$ cat src/rtl/counter_display_mux_pkg.sv
// -----------------------------------------------------------------------------
// disp_pkg
// Shared definitions for the two-digit seven-segment display multiplexer:
//   - disp_state_t : slot sequencer states, in display order
//   - SEG_BLANK / AN_OFF : all-dark segment and anode patterns
//   - SEG_0 .. SEG_9     : active-low {g,f,e,d,c,b,a} digit patterns
// No ports (package).
// -----------------------------------------------------------------------------
package disp_pkg;

   typedef enum logic [1:0] {
      BLANK_ONES = 2'd0,
      SHOW_ONES  = 2'd1,
      BLANK_TENS = 2'd2,
      SHOW_TENS  = 2'd3
   } disp_state_t;

   localparam logic [6:0] SEG_BLANK = 7'h7F;
   localparam logic [1:0] AN_OFF    = 2'b11;
   localparam logic [1:0] AN_ONES   = 2'b10;   // an[0] low drives the ones digit
   localparam logic [1:0] AN_TENS   = 2'b01;   // an[1] low drives the tens digit

   localparam logic [6:0] SEG_0 = 7'h40;
   localparam logic [6:0] SEG_1 = 7'h79;
   localparam logic [6:0] SEG_2 = 7'h24;
   localparam logic [6:0] SEG_3 = 7'h30;
   localparam logic [6:0] SEG_4 = 7'h19;
   localparam logic [6:0] SEG_5 = 7'h12;
   localparam logic [6:0] SEG_6 = 7'h02;
   localparam logic [6:0] SEG_7 = 7'h78;
   localparam logic [6:0] SEG_8 = 7'h00;
   localparam logic [6:0] SEG_9 = 7'h10;

endpackage

$ cat src/rtl/counter_display_mux_if.sv
// -----------------------------------------------------------------------------
// counter_display_mux_if
// Bundles the count input and the display-side outputs of counter_display_mux.
//   count_in   [3:0] : unsigned count from the upstream counter
//   seg        [6:0] : segment cathodes {g,f,e,d,c,b,a}, active-low
//   an         [1:0] : digit anodes, active-low; an[0]=ones, an[1]=tens
//   frame_tick       : one-cycle pulse at each frame boundary
// Modports:
//   master : upstream / board side (drives count_in, observes the display)
//   slave  : the display multiplexer itself
// -----------------------------------------------------------------------------
interface counter_display_mux_if;
   import disp_pkg::*;

   logic [3:0] count_in;
   logic [6:0] seg;
   logic [1:0] an;
   logic       frame_tick;

   modport master (
      output count_in,
      input  seg,
      input  an,
      input  frame_tick
   );

   modport slave (
      input  count_in,
      output seg,
      output an,
      output frame_tick
   );

endinterface

$ cat src/rtl/counter_display_mux_bcd_to_seg7.sv
// -----------------------------------------------------------------------------
// bcd_to_seg7
// Combinational decimal digit to active-low seven-segment decoder.
//   i_digit [3:0] : digit value; 10..15 are not decimal digits and show dark
//   o_seg   [6:0] : {g,f,e,d,c,b,a}, active-low
// -----------------------------------------------------------------------------
module bcd_to_seg7
   import disp_pkg::*;
(
   input  logic [3:0] i_digit,
   output logic [6:0] o_seg
);

   always_comb begin
      o_seg = SEG_BLANK;
      case (i_digit)
         4'd0:    o_seg = SEG_0;
         4'd1:    o_seg = SEG_1;
         4'd2:    o_seg = SEG_2;
         4'd3:    o_seg = SEG_3;
         4'd4:    o_seg = SEG_4;
         4'd5:    o_seg = SEG_5;
         4'd6:    o_seg = SEG_6;
         4'd7:    o_seg = SEG_7;
         4'd8:    o_seg = SEG_8;
         4'd9:    o_seg = SEG_9;
         default: o_seg = SEG_BLANK;
      endcase
   end

endmodule

$ cat src/rtl/counter_display_mux.sv
// -----------------------------------------------------------------------------
// counter_display_mux
// Snapshots a 4-bit count once per refresh frame, splits it into tens/ones
// BCD digits and time-multiplexes them onto a 2-digit common-anode display.
// Each digit slot is REFRESH_DIV cycles: BLANK_CYCLES with all anodes off
// (anti-ghosting), then the digit is shown. A frame is two slots.
//
// Parameters:
//   REFRESH_DIV  : cycles per digit slot, blank + show (must exceed BLANK_CYCLES)
//   BLANK_CYCLES : dark cycles at the start of every slot (at least 1)
// Ports:
//   clk   : system clock, rising edge
//   reset : synchronous, active-high
//   bus   : counter_display_mux_if.slave (count_in, seg, an, frame_tick)
// Build option:
//   COUNTER_DISPLAY_LZB_EN : when defined, a zero tens digit is left dark
//                            (leading-zero blanking); slot timing is unchanged.
// -----------------------------------------------------------------------------
module counter_display_mux
   import disp_pkg::*;
#(
   parameter int REFRESH_DIV  = 50000,
   parameter int BLANK_CYCLES = 4
)(
   input  logic                  clk,
   input  logic                  reset,
   counter_display_mux_if.slave  bus
);

   // div_cnt never exceeds REFRESH_DIV-BLANK_CYCLES-1, so this width suffices.
   localparam int DIV_W = (REFRESH_DIV > 2) ? $clog2(REFRESH_DIV) : 1;
   localparam logic [DIV_W-1:0] BLANK_LAST = DIV_W'(BLANK_CYCLES - 1);
   localparam logic [DIV_W-1:0] SHOW_LAST  = DIV_W'(REFRESH_DIV - BLANK_CYCLES - 1);

   disp_state_t      r_state;
   logic [DIV_W-1:0] r_div_cnt;
   logic [3:0]       r_snap;
   logic [6:0]       r_seg;
   logic [1:0]       r_an;
   logic             r_frame_tick;

   disp_state_t      w_state_next;
   logic [DIV_W-1:0] w_div_next;
   logic [6:0]       w_seg_next;
   logic [1:0]       w_an_next;
   logic             w_frame_tick_next;
   logic             w_slot_last;

   logic             w_snap_en;
   logic [3:0]       w_snap_eff;
   logic             w_tens;
   logic [3:0]       w_ones;
   logic [3:0]       w_digit     [2];
   logic [6:0]       w_digit_seg [2];

   // ------------------------------------------------------------------
   // Snapshot and BCD split
   // ------------------------------------------------------------------
   assign w_snap_en = (r_state == BLANK_ONES) && (r_div_cnt == '0);

   // The value being captured this cycle is forwarded so that a
   // one-cycle blank (BLANK_CYCLES=1) still decodes the fresh snapshot
   // on the edge that enters SHOW_ONES.
   assign w_snap_eff = w_snap_en ? bus.count_in : r_snap;

   assign w_tens = (w_snap_eff >= 4'd10);
   assign w_ones = w_tens ? (w_snap_eff - 4'd10) : w_snap_eff;

   assign w_digit[0] = w_ones;
   assign w_digit[1] = {3'b000, w_tens};

   // Index 0 decodes the ones digit, index 1 the tens digit.
   for (genvar gi = 0; gi < 2; gi++) begin : g_dec
      bcd_to_seg7 u_dec (
         .i_digit (w_digit[gi]),
         .o_seg   (w_digit_seg[gi])
      );
   end

   // ------------------------------------------------------------------
   // Slot sequencer: next state, prescaler and next outputs
   // ------------------------------------------------------------------
   always_comb begin
      w_state_next      = r_state;
      w_div_next        = r_div_cnt + DIV_W'(1);
      w_an_next         = AN_OFF;
      w_seg_next        = SEG_BLANK;
      w_frame_tick_next = 1'b0;
      w_slot_last       = 1'b0;

      case (r_state)
         BLANK_ONES, BLANK_TENS: w_slot_last = (r_div_cnt == BLANK_LAST);
         default:                w_slot_last = (r_div_cnt == SHOW_LAST);
      endcase

      if (w_slot_last) begin
         w_div_next = '0;
         case (r_state)
            BLANK_ONES: w_state_next = SHOW_ONES;
            SHOW_ONES:  w_state_next = BLANK_TENS;
            BLANK_TENS: w_state_next = SHOW_TENS;
            default:    w_state_next = BLANK_ONES;
         endcase
      end

      // Outputs follow the state being entered so anodes/segments move on
      // the same edge as the state register. Every SHOW is bracketed by a
      // BLANK, so the two anodes are never low together.
      case (w_state_next)
         SHOW_ONES: begin
            w_an_next  = AN_ONES;
            w_seg_next = w_digit_seg[0];
         end
         SHOW_TENS: begin
`ifdef COUNTER_DISPLAY_LZB_EN
            if (w_tens) begin
               w_an_next  = AN_TENS;
               w_seg_next = w_digit_seg[1];
            end
`else
            w_an_next  = AN_TENS;
            w_seg_next = w_digit_seg[1];
`endif
         end
         default: begin
            w_an_next  = AN_OFF;
            w_seg_next = SEG_BLANK;
         end
      endcase

      // BLANK_ONES with a zero prescaler is only ever reached by wrapping
      // from SHOW_TENS; the post-reset entry comes from the reset branch,
      // which holds the tick low.
      w_frame_tick_next = (w_state_next == BLANK_ONES) && (w_div_next == '0);
   end

   always_ff @(posedge clk) begin
      if (reset) begin
         r_state      <= BLANK_ONES;
         r_div_cnt    <= '0;
         r_snap       <= 4'd0;
         r_an         <= AN_OFF;
         r_seg        <= SEG_BLANK;
         r_frame_tick <= 1'b0;
      end else begin
         r_state      <= w_state_next;
         r_div_cnt    <= w_div_next;
         r_an         <= w_an_next;
         r_seg        <= w_seg_next;
         r_frame_tick <= w_frame_tick_next;
         if (w_snap_en) begin
            r_snap <= bus.count_in;
         end
      end
   end

   assign bus.seg        = r_seg;
   assign bus.an         = r_an;
   assign bus.frame_tick = r_frame_tick;

endmodule
$ cat src/flat_wrapper.sv
// flat-port wrapper written by rule: the top's interface ports become plain ports
module counter_display_mux_flat import disp_pkg::*;
#(
   parameter int REFRESH_DIV  = 50000,
   parameter int BLANK_CYCLES = 4
)
  (clk, reset, bus_count_in, bus_seg, bus_an, bus_frame_tick);
  counter_display_mux_if bus_i ();
  input  logic clk;
  input  logic reset;
  input wire logic [$bits(bus_i.count_in)-1:0] bus_count_in;
  output wire logic [$bits(bus_i.seg)-1:0] bus_seg;
  output wire logic [$bits(bus_i.an)-1:0] bus_an;
  output wire logic [$bits(bus_i.frame_tick)-1:0] bus_frame_tick;
  assign bus_i.count_in = bus_count_in;
  assign bus_seg = bus_i.seg;
  assign bus_an = bus_i.an;
  assign bus_frame_tick = bus_i.frame_tick;
  counter_display_mux #(.REFRESH_DIV(REFRESH_DIV), .BLANK_CYCLES(BLANK_CYCLES)) u_core (.clk(clk), .reset(reset), .bus(bus_i));
endmodule
$ cat config.mk
export PLATFORM = sky130hd
export DESIGN_NAME = counter_display_mux_flat
export DESIGN_NICKNAME = d
export VERILOG_FILES = /design/src/rtl/counter_display_mux_pkg.sv /design/src/rtl/counter_display_mux_if.sv /design/src/rtl/counter_display_mux_bcd_to_seg7.sv /design/src/rtl/counter_display_mux.sv /design/src/flat_wrapper.sv
export SDC_FILE = /design/constraint.sdc
export NUM_CORES = 1
export LEC_CHECK = 0
export CAP_MARGIN = 30
export CORE_MARGIN = 8
export CORE_UTILIZATION = 45
export CTS_CLUSTER_DIAMETER = 200
export DETAILED_ROUTE_END_ITERATION = 12
export GPL_ROUTABILITY_DRIVEN = 0
export PLACE_DENSITY = 0.64
export SYNTH_ARGS = -nofsm -noshare
export SYNTH_HDL_FRONTEND = slang
export SYNTH_SLANG_ARGS = --single-unit
$ cat constraint.sdc
create_clock -name clk -period 2.4 [get_ports clk]
set_input_delay 0.48 -clock clk [delete_from_list [all_inputs] [get_ports clk]]
set_output_delay 0.48 -clock clk [all_outputs]
set_load 0.005 [all_outputs]
; Yosys cells after proc, flatten, opt, wreduce, memory -nomap -nowiden
; Memory sizes are Yosys's and may differ from the RTL's.
; Cells that the tools add are included.
[totals]
out_inout_bits = 10
mem_count = 2
regBits = 32
in_bits = 6
romBits = 224
wordCells = 32
[op_classes]
n_lt_le_gt_ge = 1
addsub = 2
n_mux = 8
n_reduce_logical = 7
n_eq_ne = 6
[memory_table]
columns = memory, words, width, rd, rd_clocked_by_memory_dff, wr, line_no
row1 = (name not given), 16, 7, 1, 0, 0, counter_display_mux_bcd_to_seg7.sv:16  ; case (i_digit)
row2 = (name not given), 16, 7, 1, 0, 0, counter_display_mux_bcd_to_seg7.sv:16
[ops]
columns = op, count
row1 = 16-bit logical NOT, 2
row2 = 16-bit by 1-bit adder with 16-bit output (second input constant), 1
row3 = 16-bit == test (second input constant), 1
row4 = 16-bit by 2-bit == test with 1-bit output (second input constant), 1
row5 = 16-bit 2-to-1 mux, 1
row6 = 7-bit one-hot mux with 2 select lines, 1
row7 = 4-bit 2-to-1 mux, 2
row8 = 2-bit one-hot mux with 3 select lines, 1
row9 = 2-bit by 1-bit == test with 1-bit output (second input constant), 2
row10 = 2-bit == test (second input constant), 2
row11 = 4-bit >= comparator (second input constant), 1
row12 = 2-bit logical NOT, 2
row13 = 2-bit one-hot mux with 2 select lines, 1
row14 = 4-bit subtractor (second input constant), 1
row15 = 1-bit logical AND, 2
row16 = 2-bit 2-to-1 mux, 1
row17 = 2-bit OR reduction, 1
row18 = 1-bit 2-to-1 mux, 1

; Depth between registers and ports, before layout
; An unclocked memory read counts as a cell.
[depth]
depth_word = 7
mapped_depth = 11
ltp_nobuf = 10

; Cells and area by module
; Synthesis repeated with hierarchy kept, for this count alone.
[unflattened]
cells_unflattened = 244
hier_area_um2 = 2025.7
[by_module_without_submodules]
columns = mod, cells_per_inst, seq_area_each_um2, n_inst, area_per_inst_um2
row1 = counter_display_mux, 178, 640.6, 1, 1605.3
row2 = bcd_to_seg7, 33, 0.0, 2, 210.2

; Worst setup path after synthesis
; No wires, ideal clock.
[synth_path]
path_kind = register to register
start = reg u_core.r_state[0]
end = reg u_core.r_seg[3], in the netlist u_core.bus.seg[3]
synth_period_minus_slack_ps = 2397
required_time_ps = 2275
path_slack_ps = 3
path_stages_with_launch = 11
arrival_time_ps = 2272
cell_sequence = dfxtp_1 -> inv_1 -> ha_1 -> nor4bb_1 -> nand4_1 -> buf_2 -> mux2_2 -> o21ai_0 -> ha_1 -> a22oi_1 -> o31ai_1
[synth_between]
elab_chain_cells = 7
word_cells_on_any_way = 17
[synth_rtl]
columns = item, line_no
row1 = from (decl), counter_display_mux.sv:35  ; disp_state_t r_state;
row2 = from (signal assigned), counter_display_mux.sv:146  ; r_state <= w_state_next;
row3 = 2-bit logical NOT, "counter_display_mux.sv:59, counter_display_mux.sv:91, counter_display_mux.sv:98"
row4 = 1-bit logical AND, counter_display_mux.sv:59  ; assign w_snap_en = (r_state == BLANK_ONES) && (r_div_cnt == '0);
row5 = 4-bit 2-to-1 mux, -
row6 = 4-bit subtractor or 4-bit >= comparator (tied branches), "counter_display_mux.sv:67, counter_display_mux.sv:66"
row7 = 4-bit 2-to-1 mux, counter_display_mux.sv:67  ; assign w_ones = w_tens ? (w_snap_eff - 4'd10) : w_snap_eff;
row8 = memory read 16 x 7 bit, -
row9 = 7-bit one-hot mux with 2 select lines (*), counter_display_mux.sv:109  ; case (w_state_next)
row10 = to (signal assigned), counter_display_mux.sv:149  ; r_seg <= w_seg_next;
row11 = to (decl), counter_display_mux.sv:38  ; logic [6:0] r_seg;
; Mark *: on every way between the ends. The rest lies on a longest branch, timed or not.
; A chain may end at the register's enable or synchronous reset.

; Worst setup path in the final report
[layout_path]
start = reg u_core.r_div_cnt[7]
end = reg u_core.r_seg[3], in the netlist u_core.bus.seg[3]
[layout_between]
elab_chain_cells = 7
word_cells_on_any_way = 15
[layout_rtl]
columns = item, line_no
row1 = from (decl), counter_display_mux.sv:36  ; logic [DIV_W-1:0] r_div_cnt;
row2 = from (signal assigned), counter_display_mux.sv:147  ; r_div_cnt <= w_div_next;
row3 = 16-bit logical NOT, counter_display_mux.sv:59
row4 = 1-bit logical AND, counter_display_mux.sv:59
row5 = 4-bit 2-to-1 mux, -
row6 = 4-bit subtractor or 4-bit >= comparator (tied branches), "counter_display_mux.sv:67, counter_display_mux.sv:66"
row7 = 4-bit 2-to-1 mux, counter_display_mux.sv:67
row8 = memory read 16 x 7 bit, -
row9 = 7-bit one-hot mux with 2 select lines (*), counter_display_mux.sv:109
; Marks and branches as above.

==> metrics.md <==
| Metric | Value |
|---|---|
| Status | finished, final reports clean |
| Die W | 79.8 um |
| Gr busiest metal | met2 |
| Routed length per placed instance | 14.2 um |
| Post-synthesis sequential area ratio | 34.9% |
| Met3 Resource Use GR | 3.94% |
| CTS buffer count | 5 |
| Critical path class | reg -> reg |
| Leak pwr | 0.000892 uW |
| CTS root buffer | clkbuf_8 |
| IO Pins | 16 |
| Mapped Area | 1830 um^2 |
| Slew margin rel. | 61.7% |
| Power density over cell area | 590 nW/um^2 |
| Final setup viols | 0 |
| Largest net degree at the start of global routing | 15 |
| Num rows | 23 |
| P&R area growth vs syn | 24.6% |
| Buffers on Ports | 15 |
| Mapped Nets | 231 |
| Worst VDD drop | 0.312 mV |
| Final ANT Viol Nets | 0 |
| RSZ-0062 raised after global routing | false |
| Final Hold Fails | 0 |
| Total wire length | 4340 um |
| Final period util | 90.9% |
| Number of buffers and inverters on the critical path | 1 |
| Synth top area share | 34.9% |
| Avg Cell Area, Syn | 8.37 um^2 |
| Max H-tree Level | 2 |
| Crit. End Element | register |
| Startpoint Class | register |
| Worst endpoint required time | 2.60 ns |
| Nets | 266 |
| Area leader, netlist | dfxtp_1 |
| Slowest CP cell | nor4_1 |
| Most frequent cell after synthesis | dfxtp_1 |
| Worst hold path class | reg -> reg |
| Top post-synthesis cells by area | dfxtp_1 (35%), nor2_1 (6.3%), mux2i_1 (5.5%), ha_1 (4.1%), xnor2_1 (3.8%) |
| CP cell instances | nor4_1, nand4_1, buf_6, mux2i_1, o21ai_1, ha_1, a22oi_1, o31ai_1 |
| Fin Setup TNS | 0 ns |
| Full die area | 6370 um^2 |
| Die height | 79.8 um |
| Commonest cells post-synth | dfxtp_1 (32), nor2_1 (31), nand2_1 (11), nand3_1 (11), mux2i_1 (10) |
| Placed cells | 297 |
| Via density | 5.35 |
| Postcts setup bufs | 0 |
| Routed vias | 1631 |
| EDFF count, synth | 0 |
| Clock Pin Slew Worst Setup and Hold Paths | 0.07 ns |
| Synth cell types | 46 |
| CTS tree | yes |
| Clk_skew | 0.00614 ns |
| Initial antenna violation count | 0 |
| Critical path peak fanout | 10 |
| CP arrival | 2.38 ns |
| All-layer global routing usage | 14.5% |
| CP delay by family, top | simple AND/OR/NAND/NOR gates |
| Yosys reg bits | 32 |
| Detailed Routing Iterations Pass 1 | 4 |
| Cells after Synth | 219 |
| Max-Cap Viols | 0 |
| Initial Util | 46.2% |
| FFs w/ async S/R, synth | 0% |
| Drt first-iter violations | 121 |
| First-pass GRT wire length | 7260 um |
| Grt total ovfl | 0 |
| Most used DFF post-synth | dfxtp_1 |
| Ant diodes | 0 |
| Worst-margin pin slew | 0.569 ns |
| CTS Buffer Depth | 2 |
| Fin cells | 305 |
| Sink Count | 32 |
| DRC | 0 |
| Clock Latency Late Sink | 0.28 ns |
| Final Max Tran Viols | 0 |
| Met2 usage | 23.7% |
| Synth warn | 0 |
| Layout cells sized above 1 | 17.3% |
| Shortest period the worst path allows | 2.18 ns |
| M1 GR Usage | 16.7% |
| Hpwl dp | 3340 um |
| Number of global-route vias before repair | 1569 |
| Max Clk Rate | 459 MHz |
| Max incr delay on CP | 0.45 ns |
| Core area | 3970 um^2 |
[repair_timing]
action	in CTS	in global routing
resized for setup	0	4
hold buffers	0	0
endpoints found under the setup margin	0	5
[flip-flops by register name, summed over array words and instances, names as in the netlist]
register and flops:
u_core.r_div_cnt 16, u_core.bus.seg 7, u_core.r_snap 4, u_core.bus.an 2
u_core.r_state 2, u_core.bus.frame_tick 1
[report_power, final]
group	internal (uW)	switching [uW]
logic	171	178
registers	559	15.4
clock network	234	191
[tightest hold or removal path, cell delays in order (launching register included)]
cell and delay, ns:
dfxtp_1 0.35, a21oi_1 0.07, nor2_1 0.08
[cells by family after synthesis]
kind of cell,Yosys count,share of synthesized area (%)
simple gates,93,26.1
compound gates,38,14.9
flops,32,34.9
buf+inv,23,5.87
xor+xnor,15,7.17
mux,12,6.89
fa+ha+maj,6,4.10
[routing by layer]
layer / up-vias / wire length (um)
met1: 760 / 1960
met2: 19 / 2160
met4: 0 / 120
li1: 839 / -
met3: 13 / 106
met5: - / 0
[worst paths after layout]
check | slack, ns | end | startpoint | depth (start not counted)
max reg2reg | 0.22 | u_core.bus.seg[3]$_SDFF_PP1_ | u_core.r_div_cnt[7]$_SDFF_PP0_ | 8
min | 0.53 | u_core.r_snap[1]$_SDFF_PP0_ | u_core.r_snap[1]$_SDFF_PP0_ | 2
min reg2reg | 0.53 | u_core.r_snap[1]$_SDFF_PP0_ | u_core.r_snap[1]$_SDFF_PP0_ | 2
max | 0.22 | u_core.bus.seg[3]$_SDFF_PP1_ | u_core.r_div_cnt[7]$_SDFF_PP0_ | 8
[area by class of cell]
cell class | instances | area [um^2]
fillers | 382 | 1690
multi-input cells | 164 | 1100
flip-flops and latches | 32 | 641
repair buffers | 43 | 364
clock buffers | 8 | 90.1
well taps | 50 | 62.6
inverters | 8 | 30.0
[metrics by stage]
step           hold slack, ns  instance area, um^2  setup slack (ns)  util [%]  power, uW
2_1_floorplan           0.452                 1830           0.00321         -        801
3_3_place_gp            0.504                 2180             0.116      54.9        921
3_5_place_dp            0.518                 2180             0.131      54.9        923
4_1_cts                 0.533                 2270             0.116      57.1       1350
5_1_grt                 0.576                 2280            0.0146      57.5       1430
6_report                0.530                 2280             0.220      57.5       1350
[cell usage in the layout, fill, tap and decap left out, types with 2 or more instances in the layout]
| cell | synthesis | final |
|---|---|---|
| o21ai_1 | 3 | 4 |
| nor3_1 | 4 | 4 |
| xor2_1 | 7 | 7 |
| ha_1 | 6 | 6 |
| inv_1 | 8 | 8 |
| o31ai_1 | 3 | 3 |
| a21oi_1 | 8 | 8 |
| nor2b_1 | 4 | 4 |
| nor2_1 | 31 | 31 |
| o211ai_1 | 2 | 2 |
| and2_1 | 2 | 2 |
| nand4_1 | 7 | 7 |
| dfxtp_1 | 32 | 32 |
| mux2i_1 | 10 | 9 |
| clkbuf_8 | 0 | 6 |
| clkbuf_1 | 5 | 2 |
| nand2b_1 | 6 | 6 |
| nand3_1 | 11 | 11 |
| buf_4 | 1 | 27 |
| o22ai_1 | 2 | 2 |
| xnor2_1 | 8 | 8 |
| o21ai_0 | 8 | 7 |
| or3_1 | 3 | 3 |
| nand2_1 | 11 | 11 |
| nor4_1 | 8 | 8 |
| clkdlybuf4s50_1 | 0 | 15 |
| o2111ai_1 | 2 | 2 |
No activity file was read; power rests on OpenSTA's default activity.
